===== src/rtl/bcd_pkg.sv =====
// Shared state type, digit constants and sizing helper for the sequential
// binary-to-BCD converter.
package bcd_pkg;

  typedef enum logic [1:0] {
    IDLE  = 2'd0,
    SHIFT = 2'd1,
    DONE  = 2'd2
  } bcd_state_e;

  localparam int BCD_DIGIT_W = 4;
  localparam logic [BCD_DIGIT_W-1:0] ADD3_THRESH = 4'd5;

  // Bits needed to hold a count from 0 up to and including width.
  function automatic int cnt_width(input int width);
    return $clog2(width + 1);
  endfunction

endpackage


===== src/rtl/bcd_add3.sv =====
// One double-dabble digit correction: adds 3 when the digit is 5 or more so
// that the following left shift carries correctly into the next decade.
module bcd_add3
  import bcd_pkg::*;
(
  input  logic [BCD_DIGIT_W-1:0] digit_i,
  output logic [BCD_DIGIT_W-1:0] digit_o
);

  localparam logic [BCD_DIGIT_W-1:0] ADD3_OFFSET = 4'd3;

  // Conditional +3 correction of a single BCD digit.
  always_comb begin
    if (digit_i >= ADD3_THRESH) begin
      digit_o = digit_i + ADD3_OFFSET;
    end else begin
      digit_o = digit_i;
    end
  end

endmodule


===== src/rtl/bcd_seq_converter.sv =====
// Iterative binary-to-BCD converter, one magnitude bit per clock, with sign
// handling. Optional leading-zero blank mask: BCD_SEQ_LEADING_ZERO_BLANK_EN.
module bcd_seq_converter
  import bcd_pkg::*;
#(
  parameter int WIDTH  = 10,
  parameter int DIGITS = 4
) (
  input  logic                          clk,
  input  logic                          rst_n,
  input  logic                          in_valid,
  output logic                          in_ready,
  input  logic [WIDTH-1:0]              in_value,
  input  logic                          in_signed,
  output logic                          out_valid,
  input  logic                          out_ready,
  output logic                          out_neg,
  output logic [BCD_DIGIT_W*DIGITS-1:0] out_bcd,
  output logic [DIGITS-1:0]             out_blank,
  output logic                          busy
);

  localparam int BCD_W = BCD_DIGIT_W * DIGITS;
  localparam int CNT_W = cnt_width(WIDTH);
  localparam logic [CNT_W-1:0] CNT_LOAD = CNT_W'(WIDTH);
  localparam logic [CNT_W-1:0] CNT_ONE  = {{(CNT_W-1){1'b0}}, 1'b1};
  localparam logic [WIDTH-1:0] VAL_ONE  = {{(WIDTH-1){1'b0}}, 1'b1};

  bcd_state_e       state_q;
  logic [CNT_W-1:0] cnt_q;
  logic [BCD_W-1:0] bcd_q;
  logic [WIDTH-1:0] mag_q;
  logic             neg_q;
  logic             in_ready_q;
  logic             out_valid_q;
  logic             busy_q;
  logic             out_neg_q;
  logic [BCD_W-1:0] out_bcd_q;

  logic             neg_in_d;
  logic [WIDTH-1:0] mag_in_d;
  logic [BCD_W-1:0] bcd_add_s;
  logic [BCD_W-1:0] bcd_d;
  logic [WIDTH-1:0] mag_d;
  logic             unused_msb_s;

  for (genvar g = 0; g < DIGITS; g++) begin : g_add3
    bcd_add3 u_add3 (
      .digit_i(bcd_q[g*BCD_DIGIT_W +: BCD_DIGIT_W]),
      .digit_o(bcd_add_s[g*BCD_DIGIT_W +: BCD_DIGIT_W])
    );
  end

  // Sign and magnitude of the request; the most negative value wraps to a
  // magnitude that still fits WIDTH bits unsigned.
  always_comb begin
    neg_in_d = in_signed & in_value[WIDTH-1];
    if (neg_in_d) begin
      mag_in_d = ~in_value + VAL_ONE;
    end else begin
      mag_in_d = in_value;
    end
  end

  // The top corrected bit is always shifted out as zero because the digit
  // range exceeds the input range.
  assign bcd_d        = {bcd_add_s[BCD_W-2:0], mag_q[WIDTH-1]};
  assign mag_d        = {mag_q[WIDTH-2:0], 1'b0};
  assign unused_msb_s = bcd_add_s[BCD_W-1];

`ifdef BCD_SEQ_LEADING_ZERO_BLANK_EN
  logic [DIGITS-1:0] blank_d;
  logic [DIGITS-1:0] out_blank_q;
  logic              zero_above_s;

  // Blank a digit when it and every digit above it are zero; units never blank.
  always_comb begin
    blank_d      = '0;
    zero_above_s = 1'b1;
    for (int i = DIGITS - 1; i > 0; i--) begin
      zero_above_s = zero_above_s & (bcd_d[i*BCD_DIGIT_W +: BCD_DIGIT_W] == 4'd0);
      blank_d[i]   = zero_above_s;
    end
  end

  assign out_blank = out_blank_q;
`else
  assign out_blank = '0;
`endif

  // Control FSM, datapath shift register and registered result outputs.
  always_ff @(posedge clk) begin
    if (!rst_n) begin
      state_q     <= IDLE;
      cnt_q       <= '0;
      bcd_q       <= '0;
      mag_q       <= '0;
      neg_q       <= 1'b0;
      in_ready_q  <= 1'b1;
      out_valid_q <= 1'b0;
      busy_q      <= 1'b0;
      out_neg_q   <= 1'b0;
      out_bcd_q   <= '0;
`ifdef BCD_SEQ_LEADING_ZERO_BLANK_EN
      out_blank_q <= '0;
`endif
    end else begin
      case (state_q)
        IDLE: begin
          if (in_valid && in_ready_q) begin
            neg_q      <= neg_in_d;
            mag_q      <= mag_in_d;
            bcd_q      <= '0;
            cnt_q      <= CNT_LOAD;
            in_ready_q <= 1'b0;
            busy_q     <= 1'b1;
            state_q    <= SHIFT;
          end
        end
        SHIFT: begin
          bcd_q <= bcd_d;
          mag_q <= mag_d;
          cnt_q <= cnt_q - CNT_ONE;
          if (cnt_q == CNT_ONE) begin
            out_bcd_q   <= bcd_d;
            out_neg_q   <= neg_q;
`ifdef BCD_SEQ_LEADING_ZERO_BLANK_EN
            out_blank_q <= blank_d;
`endif
            busy_q      <= 1'b0;
            out_valid_q <= 1'b1;
            state_q     <= DONE;
          end
        end
        DONE: begin
          if (out_ready) begin
            out_valid_q <= 1'b0;
            in_ready_q  <= 1'b1;
            state_q     <= IDLE;
          end
        end
        default: begin
          out_valid_q <= 1'b0;
          busy_q      <= 1'b0;
          in_ready_q  <= 1'b1;
          state_q     <= IDLE;
        end
      endcase
    end
  end

  assign in_ready  = in_ready_q;
  assign out_valid = out_valid_q;
  assign busy      = busy_q;
  assign out_neg   = out_neg_q;
  assign out_bcd   = out_bcd_q;

endmodule


===== config.mk =====
export PLATFORM = sky130hd
export DESIGN_NAME = bcd_seq_converter
export DESIGN_NICKNAME = d
export VERILOG_FILES = /design/src/rtl/bcd_pkg.sv /design/src/rtl/bcd_add3.sv /design/src/rtl/bcd_seq_converter.sv
export SDC_FILE = /design/constraint.sdc
export NUM_CORES = 1
export LEC_CHECK = 0
export ABC_AREA = 1
export CAP_MARGIN = 20
export CORE_MARGIN = 5
export CORE_UTILIZATION = 44
export DETAILED_ROUTE_END_ITERATION = 10
export HOLD_SLACK_MARGIN = 0.06
export PLACE_DENSITY = 0.78
export SLEW_MARGIN = 20
export SYNTH_ARGS = -nofsm -noshare
export SYNTH_HDL_FRONTEND = slang
export SYNTH_SLANG_ARGS = --single-unit
export TNS_END_PERCENT = 10

===== constraint.sdc =====
create_clock -name clk -period 1.4 [get_ports clk]
set_input_delay 0.42 -clock clk [delete_from_list [all_inputs] [get_ports clk]]
set_output_delay 0.42 -clock clk [all_outputs]
set_load 0.01 [all_outputs]

---- After elaboration in Yosys (flattened, before gate mapping) ----
Cells that the tools add are included.
storage, ports and cells
  bits in latches ......................... 0
  bits in read-only memories .............. 0
  memories kept ........................... 0
  input port bits ......................... 15
  output and inout port bits .............. 24
  bits in registers ....................... 53
  word-level logic and storage cells ...... 65
  bits in writable memories ............... 0
operators by class
  shifts and indexed selects .............. 0
  add/subtract/negate cells ............... 6
  muxes and demuxes ....................... 24
  bitwise gates (word level) .............. 5
  reduce and logical (&&, ||, !) cells .... 10
  div/mod/pow operators ................... 0
  eq/ne operators ......................... 6
  $mul .................................... 0
  order comparisons ....................... 4
operator list
  kind                     number
  $pmux W16 S2             1
  $mux W10                 2
  $pmux W10 S2             1
  $ge A4 B3 Y1 const B     4
  $mux W16                 1
  $mux W4                  4
  $add A4 B2 Y4 const B    3
  $reduce_and A3 Y1        4
  $add A10 B1 Y10 const B  1
  $not A10 Y10             1
  $pmux W1 S3              3
  $pmux W4 S2              1
  $mux W1                  6
  $mux W2                  3
  $ne A2 B2 Y1 const B     3
  $pmux W2 S3              1
  $reduce_and A2 Y1        3
  $eq A4 B1 Y1 const B     1
  $sub A4 B1 Y4 const B    1
  $add A3 B2 Y3 const B    1
  $mux W3                  1
  $not A1 Y1               3
  $eq A2 B1 Y1 const B     1
  $eq A2 B2 Y1 const B     1
  4 further kinds          4

---- Depth between registers and ports, before layout ----
  word-level depth ........................ 5
  gate-level depth with buffers ........... 10
  depth with buffers taken out ............ 10

---- Cells and area by module ----
A second synthesis with hierarchy kept.
second synthesis, totals
  cells, all modules ...................... 396
  area total of the unflattened synthesis .. 2800.2 sq um
modules (own cells, without submodules)
  module             sequential area each (sq um)  cells each  area each (sq um)  times used
  bcd_seq_converter  1061.0                        304         2259.7             1
  bcd_add3           0.0                           23          135.1              4

---- Least setup slack after synthesis ----
Ideal clock, no wire load.
  kind .................................... register -> register
  start ................................... register bcd_q[8]
  end ..................................... register bcd_q[12]
  period minus slack after synthesis ...... 1.411 ns
  arrival ................................. 1.340 ns
  stages on the path, launching flop included .. 9
  data required time ...................... 1.330 ns
  library setup time ...................... 0.070 ns
  buffers on the path ..................... 0
  setup slack ............................. -0.011 ns
  cell sequence ........................... dfxtp_1 > inv_1 > ha_1 > inv_1 > o21ai_0 > or2_2 > o21ai_0 > nand2_1 > a21oi_1
on the way
  longest elaborated chain between the ends .. 3
  elaborated cells on any way between the ends .. 4
  classes of those cells .................. 1 x add/sub; 1 x order compare; 2 x mux
RTL lines
  item                                                  RTL line                        RTL
  start, declared                                       bcd_seq_converter.sv:31         logic [BCD_W-1:0] bcd_q;
  start signal, assigned                                bcd_seq_converter.sv:96         bcd_q <= '0;
  start signal, assigned                                bcd_seq_converter.sv:113        bcd_q <= '0;
  start signal, assigned                                bcd_seq_converter.sv:121        bcd_q <= bcd_d;
  $add A4 B2 Y4 / $ge A4 B3 Y1 (equally long branches)  bcd_add3.sv:15, bcd_add3.sv:14
  $mux W4 *                                             bcd_add3.sv:14                  if (digit_i >= ADD3_THRESH) begin
  $pmux W16 S2 *                                        bcd_seq_converter.sv:108        case (state_q)
Mark *: on every way between the ends. The rest lies on a longest branch, timed or not.
A chain may end at the register's enable or synchronous reset.

---- Worst setup path after layout ----
  start ................................... register bcd_q[9]
  end ..................................... register out_bcd_q[9], in the netlist out_bcd[9]
on the way
  longest elaborated chain between the ends .. 2
RTL lines
  item                  RTL line                  RTL
  $ge A4 B3 Y1          bcd_add3.sv:14
  $mux W4               bcd_add3.sv:14
  end signal, assigned  bcd_seq_converter.sv:103  out_bcd_q <= '0;
  end signal, assigned  bcd_seq_converter.sv:125  out_bcd_q <= bcd_d;
  end, declared         bcd_seq_converter.sv:38   logic [BCD_W-1:0] out_bcd_q;
Every way passes these cells.

==> summary.md <==
| Metric | Value |
|---|---|
| Max VDD drop | `716 µV` |
| Die height | `about 90 µm` |
| Total wire length | `around 6700 µm` |
| Hold Path Depth | `2` |
| Clk_lat worst skew | `0.30 ns` |
| Final net count | `between 400 and 500` |
| Vias in the first global route | `2,433` |
| Asr flop ratio synth | `0%` |
| Main combinational cell family by area after synthesis | `simple AND/OR/NAND/NOR gates` |
| FILL cells | `~500` |
| ANT cells | `0` |
| Fraction of post-synthesis cell area in the top cell type by area | `between 40% and 50%` |
| Fin crit share | `108%` |
| Tmin final | `~1.5 ns` |
| Num CTS Buffers | `5` |
| Initial Util | `between 40% and 50%` |
| Required @ worst endpoint | `roughly 1.6 ns` |
| YS warnings | `0` |
| IO buf count | `34` |
| Die Area | `~0.0077 mm²` |
| Cell count after synthesis | `376` |
| Synth Area in XOR/XNOR | `~2.0%` |
| GRT Residual Overflow | `0` |
| Highest-delay cell along the critical path | `dfxtp_1` |
| #FFs+latches synth | `53` |
| Final GP Congestion | `between 0.7 and 0.8` |
| Ranking of synthesized cells by area | `dfxtp_1 (40%), nand2_1 (12%), a21oi_1 (8.5%)` |
| CP top delay family | `flip-flops` |
| Failing checks | `setup timing` |
| IO Count | `39` |
| Status | `finished with violations` |
| GRT busiest layer | `met2` |
| TNS Setup | `-0.354 ns` |
| LEAKAGE | `1.72 nW` |
| Reg2reg start | `bcd_q[9]$_SDFFE_PN0P_` |
| DRT iter0 DRCs | `between 150 and 200` |
| TritonCTS clock tree | `yes` |
| Largest area contributor in the netlist | `dfxtp_1` |
| WHS Endpoint | `mag_q[0]$_SDFFE_PN0P_` |
| Crit path max fanout | `3` |
| Hpwl dp | `between 4000 and 5000 µm` |
| Place WS | `-0.432 ns` |
| Reg2reg end | `out_bcd[9]$_SDFFE_PN0P_` |
| Worst EP arrival | `1.75 ns` |
| Hold path start | `mag_q[0]$_SDFFE_PN0P_` |
| Ys flop type | `dfxtp_1` |
| Sequential share of the synthesized area | `about two fifths` |
| Pin count of the biggest net entering global routing | `22` |
| Reg2reg path depth | `7` |
| Setup Skew | `between 0.003 and 0.004 ns` |
| Crit. End Element | `flip-flop` |
| Detailed Routing Iterations Pass 1 | `4` |
| Synth Cell Area | `about 0.0027 mm²` |
| DRC errors left | `0` |
| Avg Inst Size Synth | `between 7 and 8 µm²` |
| Total number of vias | `2,650` |
| Fmax | `about 660 MHz` |
| Synth Area in Adders | `roughly 5.2%` |
| Worst hold path type | `flip-flop to flip-flop` |
| Clk pin slew, worst setup/hold paths | `roughly 0.090 ns` |
| MaxCap Viol Count | `0` |
| FP Rows | `28` |
| Register-to-register path setup slack | `-0.11 ns` |
| H-tree depth | `2` |
| Final Max Tran Viols | `0` |
| EDFF count, synth | `0` |
| Simple-gate share of the synthesized area | `around 22%` |
| Setup CP Type | `flip-flop to flip-flop` |
| Root Driver | `clkbuf_8` |
| Die X | `about 88 µm` |
| Critical-path cell list | `inv_2 > ha_1 > o21ai_2 > nand2_2 > xor2_2 > buf_4 > a21oi_2` |
| Unrepaired setup endpoints after global routing | `yes` |
| Worst Setup Slack, final | `-0.113 ns` |
| Total power | `between 0.003 and 0.004 W` |
| GR Util met3 | `2.26%` |
| Met2 Usage GRT | `between 20 and 30%` |
| Gr usage total | `between 15 and 20%` |
| Global-route wire length before repair | `10,400 µm` |
| Clk buf depth | `2` |
| Initial antenna violation count | `0` |
| List of most frequent post-synthesis cells | `nand2_1 (87), dfxtp_1 (53), inv_1 (46), a21oi_1 (45), o21ai_0 (35)` |
| Routing usage on met1 | `a little over a fifth` |
| Hold buffers post-CTS | `0` |
| Buf+Inv Stages, Crit Path | `2` |
| Final setup fails | `5` |
| Vias/cell | `~5.0` |
| Pwr Density | `926 mW/mm²` |
| Multiplexer area fraction after synthesis | `0%` |
| Fin. Hold Viols | `0` |
| Core area | `approximately 0.0059 mm²` |
| Area growth, synth to finish | `41.1%` |
| Share of post-route cells with drive strength above 1 | `between 20% and 30%` |
| Antenna viol nets, final | `0` |
| Sink Count | `53` |
| Yosys cell types | `31` |
| Compound-gate portion of the synthesized area | `between 10% and 20%` |
| Count leader, synth | `nand2_1` |
| Drt wl/cell | `~13 µm` |
| Critical Path Start Type | `flip-flop` |
| Slowest stage delay, CP | `~0.36 ns` |
| Fin util | `between 60% and 70%` |
[report_power, final]
part	internal (W)	leakage (nW)	switching (W)
Combinational	0.000273	1.22	0.000362
Clock	0.000710	0.0681	0.000499
Sequential	0.00158	0.434	0.0000410
Total	0.00256	1.72	0.000902
[cell usage in the layout, fill, tap and decap left out, types with 3 or more instances in the layout]
master           netlist  final
a21oi_1               45     39
a21oi_2                0      5
buf_4                  4     45
buf_6                  1      3
clkbuf_8               0      5
clkdlybuf4s50_1        0      7
conb_1                 1      4
dfxtp_1               53     44
dfxtp_2                0      7
dlygate4sd2_1          0     18
dlymetal6s2s_1         0      7
ha_1                  11      4
ha_2                   0      5
inv_1                 46     36
inv_2                  4     11
nand2_1               87     78
nand2_2                1      8
nand3_1               14     12
nor2_1                29     24
nor2_4                 1      4
o21a_1                 3      3
o21ai_0               35     21
o21ai_1                0      7
o21ai_2                1      8
o22ai_1                5      5
or2_2                  4      3
xor2_1                 6      3
xor2_2                 0      3
[logic make-up (layout without fill, tap and decap cells)]
family	after synthesis	count (layout)
xor+xnor	6	6
compound gates	96	96
flops	53	53
simple gates	141	141
other cells	1	4
fa+ha+maj	11	11
buf+inv	68	141
[sequential cells by signal, summed over array words and instances, names as in the netlist]
| name | cells |
|---|---|
| in_ready | 1 |
| out_valid | 1 |
| bcd_q | 16 |
| neg_q | 1 |
| busy | 1 |
| out_bcd | 16 |
| state_q | 2 |
| mag_q | 10 |
| out_neg | 1 |
| cnt_q | 4 |
[worst max path at each step]
stage                                 startpoint                       to  slack, ns  cells after the start
after floorplan            bcd_q[8]$_SDFFE_PN0P_   bcd_q[12]$_SDFFE_PN0P_       0.03                      8
after global placement               in_value[0]    mag_q[6]$_SDFFE_PN0P_      -0.37                      9
after detailed placement             in_value[0]    mag_q[6]$_SDFFE_PN0P_      -0.43                      9
after CTS                 bcd_q[13]$_SDFFE_PN0P_   bcd_q[14]$_SDFFE_PN0P_      -0.11                      9
after global routing       bcd_q[9]$_SDFFE_PN0P_   bcd_q[10]$_SDFFE_PN0P_      -0.16                      9
final                      bcd_q[9]$_SDFFE_PN0P_  out_bcd[9]$_SDFFE_PN0P_      -0.11                      7
[timing repair]
action | in CTS | in global routing
setup endpoints to repair | 52 | 44
buffers inserted | 0 | 3
resized for setup | 45 | 77
pin swaps | 3 | 27
[worst reg2reg max path, stage by stage (launching register included)]
cell	delay [ns]
dfxtp_1	0.36
inv_2	0.07
ha_1	0.23
o21ai_2	0.20
nand2_2	0.14
xor2_2	0.20
buf_4	0.14
a21oi_2	0.13
[through the flow]
step	std cells	hold slack (ns)	instance area [µm²]
after floorplan	379	0.440	2660
after global placement	516	0.452	3350
after detailed placement	516	0.455	3350
after CTS	524	0.469	3500
after global routing	527	0.485	3740
final	527	0.466	3740
[routing by layer]
layer	vias to the layer above	share of wire, %	wire, µm
li1	1349	-	-
met3	13	5.2	352
met4	0	1.7	114
met1	1226	43	2930
met5	-	0	0
met2	62	50	3340
[final cells by class]
cell class	count	area (µm²)	area share [%]
Clock buffer	5	68.8	1.84
Clock inverter	3	65.1	1.74
Inverter	50	198	5.29
Multi-Input combinational cell	258	1510	40.4
Sequential cell	53	1080	28.8
Tap cell	75	93.8	2.51
Timing Repair Buffer	83	727	19.4
(Power assumes the default switching activity.)
